<file path="config.mk">
export PLATFORM = sky130hd
export DESIGN_NAME = bitwise_unit_mc
export DESIGN_NICKNAME = d
export VERILOG_FILES = /design/src/rtl/bitwise_unit_mc_pkg.sv /design/src/rtl/bitwise_unit_mc_logic_slice.sv /design/src/rtl/bitwise_unit_mc.sv
export SDC_FILE = /design/constraint.sdc
export NUM_CORES = 1
export LEC_CHECK = 0
export ABC_AREA = 1
export ABC_CLOCK_PERIOD_IN_PS = 7700
export BUFFER_PORTS_ARGS = -buffer_cell sky130_fd_sc_hd__buf_2
export CORE_MARGIN = 3
export CORE_UTILIZATION = 47
export CTS_CLUSTER_DIAMETER = 60
export DETAILED_ROUTE_END_ITERATION = 16
export PLACE_DENSITY = 0.8
export SYNTH_ARGS = -nofsm -noshare
export SYNTH_HDL_FRONTEND = slang
export SYNTH_SLANG_ARGS = --single-unit
</file>
<file path="constraint.sdc">
create_clock -name clock -period 7.7 [get_ports clock]
set_input_delay 0.77 -clock clock [delete_from_list [all_inputs] [get_ports clock]]
set_output_delay 0.77 -clock clock [all_outputs]
set_load 0.02 [all_outputs]
</file>
<file path="src/rtl/bitwise_unit_mc_pkg.sv">
// Shared opcodes, FSM state encoding and sizing helper for the multicycle bitwise unit.
package bitwise_unit_mc_pkg;

    localparam logic [2:0] OP_AND   = 3'b000;
    localparam logic [2:0] OP_OR    = 3'b001;
    localparam logic [2:0] OP_XOR   = 3'b010;
    localparam logic [2:0] OP_NOR   = 3'b011;
    localparam logic [2:0] OP_NAND  = 3'b100;
    localparam logic [2:0] OP_ANDN  = 3'b101;
    localparam logic [2:0] OP_XNOR  = 3'b110;
    localparam logic [2:0] OP_PASSA = 3'b111;

    typedef enum logic [1:0] {
        StIdle = 2'b00,
        StRun  = 2'b01,
        StDone = 2'b10
    } state_e;

    // Slice counter width; a single-slice configuration still keeps a 1-bit counter.
    function automatic int unsigned cnt_width(input int unsigned nslice);
        return (nslice > 1) ? $clog2(nslice) : 1;
    endfunction

endpackage

</file>
<file path="src/rtl/bitwise_unit_mc_logic_slice.sv">
// Combinational bitwise function on one SLICE-bit chunk of the operands.
module bitwise_unit_mc_logic_slice
    import bitwise_unit_mc_pkg::*;
#(
    parameter int unsigned SLICE = 8
) (
    input  logic [2:0]       op,
    input  logic [SLICE-1:0] a,
    input  logic [SLICE-1:0] b,
    output logic [SLICE-1:0] y
);

    // Decode the opcode into the selected bitwise operation.
    always_comb begin
        y = '0;
        case (op)
            OP_AND:   y = a & b;
            OP_OR:    y = a | b;
            OP_XOR:   y = a ^ b;
            OP_NOR:   y = ~(a | b);
            OP_NAND:  y = ~(a & b);
            OP_ANDN:  y = a & ~b;
            OP_XNOR:  y = ~(a ^ b);
            OP_PASSA: y = a;
            default:  y = '0;
        endcase
    end

endmodule

</file>
<file path="src/rtl/bitwise_unit_mc.sv">
// Multicycle bitwise logic unit: processes SLICE bits per clock under a start/ready handshake.
module bitwise_unit_mc
    import bitwise_unit_mc_pkg::*;
#(
    parameter int unsigned WIDTH = 32,
    parameter int unsigned SLICE = 8
) (
    input  logic             clock,
    input  logic             reset,
    input  logic             ctrl_start,
    input  logic [2:0]       op,
    input  logic [WIDTH-1:0] operandA,
    input  logic [WIDTH-1:0] operandB,
    output logic [WIDTH-1:0] result,
    output logic             result_rdy,
    output logic             busy,
    output logic             isZero
);

    localparam int unsigned NSLICE = WIDTH / SLICE;
    localparam int unsigned CNT_W  = cnt_width(NSLICE);
    localparam logic [CNT_W-1:0] LAST_CNT = CNT_W'(NSLICE - 1);

    if (WIDTH % SLICE != 0) begin : g_bad_slice
        $error("bitwise_unit_mc: WIDTH must be a multiple of SLICE");
    end

    state_e             state_q;
    logic [CNT_W-1:0]   cnt_q;
    logic [2:0]         op_q;
    logic [WIDTH-1:0]   a_q;
    logic [WIDTH-1:0]   b_q;
    logic [WIDTH-1:0]   shadow_q;

    logic [SLICE-1:0]   a_slice;
    logic [SLICE-1:0]   b_slice;
    logic [SLICE-1:0]   y_slice;
    logic [WIDTH-1:0]   merged;

    assign a_slice = a_q[cnt_q*SLICE +: SLICE];
    assign b_slice = b_q[cnt_q*SLICE +: SLICE];

    bitwise_unit_mc_logic_slice #(
        .SLICE (SLICE)
    ) u_slice (
        .op (op_q),
        .a  (a_slice),
        .b  (b_slice),
        .y  (y_slice)
    );

    // Shadow value with the current slice result folded in; becomes the full result on the last slice.
    always_comb begin
        merged = shadow_q;
        merged[cnt_q*SLICE +: SLICE] = y_slice;
    end

    // FSM, slice counter, operand latches and registered outputs.
    always_ff @(posedge clock) begin
        if (reset) begin
            state_q    <= StIdle;
            cnt_q      <= '0;
            op_q       <= '0;
            a_q        <= '0;
            b_q        <= '0;
            shadow_q   <= '0;
            result     <= '0;
            result_rdy <= 1'b0;
            busy       <= 1'b0;
            isZero     <= 1'b1;
        end else begin
            result_rdy <= 1'b0;
            case (state_q)
                StIdle: begin
                    if (ctrl_start) begin
                        op_q    <= op;
                        a_q     <= operandA;
                        b_q     <= operandB;
                        cnt_q   <= '0;
                        busy    <= 1'b1;
                        state_q <= StRun;
                    end
                end
                StRun: begin
                    shadow_q <= merged;
                    if (cnt_q == LAST_CNT) begin
                        // Result only ever changes here, so it never exposes a partial value.
                        result     <= merged;
                        isZero     <= (merged == '0);
                        result_rdy <= 1'b1;
                        cnt_q      <= '0;
                        state_q    <= StDone;
                    end else begin
                        cnt_q <= cnt_q + CNT_W'(1);
                    end
                end
                StDone: begin
                    busy    <= 1'b0;
                    state_q <= StIdle;
                end
                default: begin
                    busy    <= 1'b0;
                    state_q <= StIdle;
                end
            endcase
        end
    end

endmodule
</file>
==> flow_summary.yaml <==
clock_network:
  hold_buffers: 0
  cts_buffer_depth: 2
  htreeDepth: 4
  cts_root_buffer: "clkbuf_16"
  numCtsBuffers: 17
  cts_setup_buffers: 0
  ctsResizeCount: 0
  clkTransAtPathRegs_ps: 60
  clkSinkCount: 138
  cts_tree: "done"
  clock_latency_ps: 430
routing:
  vias: 6983
  avgViaCountPerCell: 5.335
  drtAntennaViolNets: 0
  initialDrtViolationCount: 657
  drc: 0
  drt-total-wl_mm: 18.77
  dr.pass1.iters: 7
  wl_per_cell_microns: 14.34
timing:
  rsz0062_at_grt: "false"
  finalCriticalPeriod_ps: 3525
  fin_tns_setup_ps: 0
  tightest_slew_ps: 997.3
  setup_violations: 0
  setup_slack_ps: 4175
  relSlewSlack: 0.3342
  timing.fmax_mhz: 283.7
  post-route-period-util: 0.4578
  fin_skew_ps: 10.45
  slew_violations: 0
  final-hold-violation-count: 0
global_routing:
  grt.total_usage: 0.2300
  antenna_found_initial: 0
  grt_pass1_vias: 6309
  grt_pass1_wl_mm: 30.80
  overflow: 0
  grt_max_degree: 76
power:
  ir_worst_vdd_mv: 0.1518
  leakage_nw: 4.135
  pwr-share-seq: 0.402
  power.switching_w: 0.0005515
  switching_share: 0.2784
  power_density_mw_per_mm2: 241.0
  p_clk_frac: 0.433
  comb_power_share: 0.164
  internal-power_w: 0.001429
die:
  num_rows: 44
  die_x_microns: 128.7
  initial_utilization: 0.4829
  die_y_microns: 128.7
  boundaryPins: 105
  fp.coreArea_sq_mm: 0.01464
  dieArea_sq_mm: 0.01655
setup_path:
  start_kind: "flop"
  cp_data_required_time_ps: 8020
  crit_path_end_kind: "flop"
  cp_data_arrival_time_ps: 3840
  crit_fanout: 46
  r2r_slack_ps: 4180
  setup.worst_path.class: "reg -> reg"
placement:
  dpl.hpwl_mm: 12.98
  pre_cts_slack_ps: 4359
  place_congestion: 0.8863
  placement.io_buffers: 104
worst_hold_path:
  holdCritPathClass: "reg -> reg"
synth:
  syn_area_sq_mm: 0.007072
  synth_area_leaders: "dfxtp_1, nor2_1, nand2_1, o21ai_0, inv_1"
  ys_seq_elements: 138
  ys_dominant_reg_cell: "dfxtp_1"
  synth.avg_cell_area_sq_um: 6.741
  synthArstFlopShare: 0
  yosysTopAreaCellShare: 0.3907
  syn-num-nets: 1149
  yosys_warnings: 0
  postSynthCellCount: 1049
  synth.distinct_cells: 28
  synth-edff-count: 0
  synth_top_cell_by_area: "dfxtp_1"
  yosysSeqAreaShare: 0.3907
outcome:
  outcome: "complete, no violations"
cells_and_area:
  diodes: 0
  final_util: 0.5613
  final_net_count: 1212
  area_delta_synth_final_pct: 16.22
  drive_gt1_frac: 0.1316
job:
  maxCapViolations: 0
==> critical path, cell delays in order, from the launching register on <==
cell	delay [ps]
dfxtp_1	290
buf_4	270
inv_2	510
nand2_1	100
a32oi_1	370
inv_1	120
ha_1	280
inv_1	70
nand4_1	80
nand2_1	90
nor2_1	40
nand3_1	130
nand4_1	190
o21ai_0	440
nor2_1	110
nand2_1	130
nor2_1	50
nand3_1	70
nand2_1	50
==> registers in the layout, summed over array words and instances (netlist names) <==
| register | cells |
|---|---|
| a_q | 32 |
| result_rdy | 1 |
| b_q | 32 |
| result | 32 |
| state_q | 2 |
| busy | 1 |
| shadow_q | 32 |
| isZero | 1 |
| cnt_q | 2 |
| op_q | 3 |
==> worst paths after layout <==
path | endpoint | from | cells past startpoint
max | isZero | cnt_q[0] | 18
min | busy | busy | 2
min reg2reg | busy | busy | 2
max reg2reg | isZero | cnt_q[0] | 18
==> cells by family (layout without fill, tap and decap cells) <==
group           after synthesis  after routing  synth area share
simple gates                495            495            0.2923
buf+inv                     189            265            0.1039
flops                       138            138            0.3907
compound gates              197            197            0.1601
fa+ha+maj                    30             30           0.05308
==> layout make-up <==
type,instances,area (sq um)
Clock buffer,26,519.2
Clock inverter,6,107.6
Fill cell,1402,6425
Inverter,125,469.2
Multi-Input combinational cell,722,3580
Sequential cell,138,2763
Tap cell,184,230.2
Timing Repair Buffer,108,550.5
==> power by group through the flow <==
stage	sequential [W]	clock (W)	combinational, W
4_1_cts	0.000796	0.000867	0.000324
6_report	0.000797	0.000858	0.000326
3_3_place_gp	0.000810	0	0.000316
3_5_place_dp	0.000810	0	0.000320
5_1_grt	0.000802	0.000896	0.000377
2_1_floorplan	0.000796	0	0.000249
==> cells in the final DEF (no fill, tap or decap), types with 2 or more instances in the layout <==
master,instances
clkinv_2,2
o21bai_1,19
o21ai_0,121
o21ai_1,2
a32oi_1,8
buf_2,104
nand2_2,2
nand4_1,45
clkbuf_1,3
inv_1,119
ha_1,30
nor2_2,2
a21oi_1,19
o211ai_1,25
nand3_1,53
buf_4,4
clkbuf_16,17
dfxtp_1,138
clkbuf_8,6
nor2_1,213
inv_2,5
bufinv_16,3
nand2_1,176
==> synth_stat cells (19+ instances only) <==
library cell and number:
dfxtp_1 138, nor2_1 214, o211ai_1 25, nand3_1 53, o21bai_1 19, clkbuf_1 44, o21ai_0 121, a21oi_1 19
nand4_1 45, inv_1 120, ha_1 30, nand2_1 177
==> metal layers <==
layer / routed length (microns) / track usage / vias to the layer above / share of wire
met5: 0 / 0 / - / 0
met4: 353 / 0.07906 / 0 / 0.019
met3: 1287 / 0.04815 / 30 / 0.069
met2: 8747 / 0.3659 / 231 / 0.47
met1: 8384 / 0.3114 / 3193 / 0.45
li1: - / - / 3529 / -
==> through the flow <==
stage / std cells / cell area, sq um / total power [W] / hold slack, ps
floorplan: 1049 / 7072 / 0.001045 / 454.9
global placement: 1277 / 7592 / 0.001126 / 451.8
detailed placement: 1277 / 7592 / 0.001130 / 459.9
CTS: 1309 / 8219 / 0.001986 / 468.7
global route: 1309 / 8219 / 0.002075 / 481.9
finish: 1309 / 8219 / 0.001981 / 464.9
No activity file was read; power rests on OpenSTA's default activity.
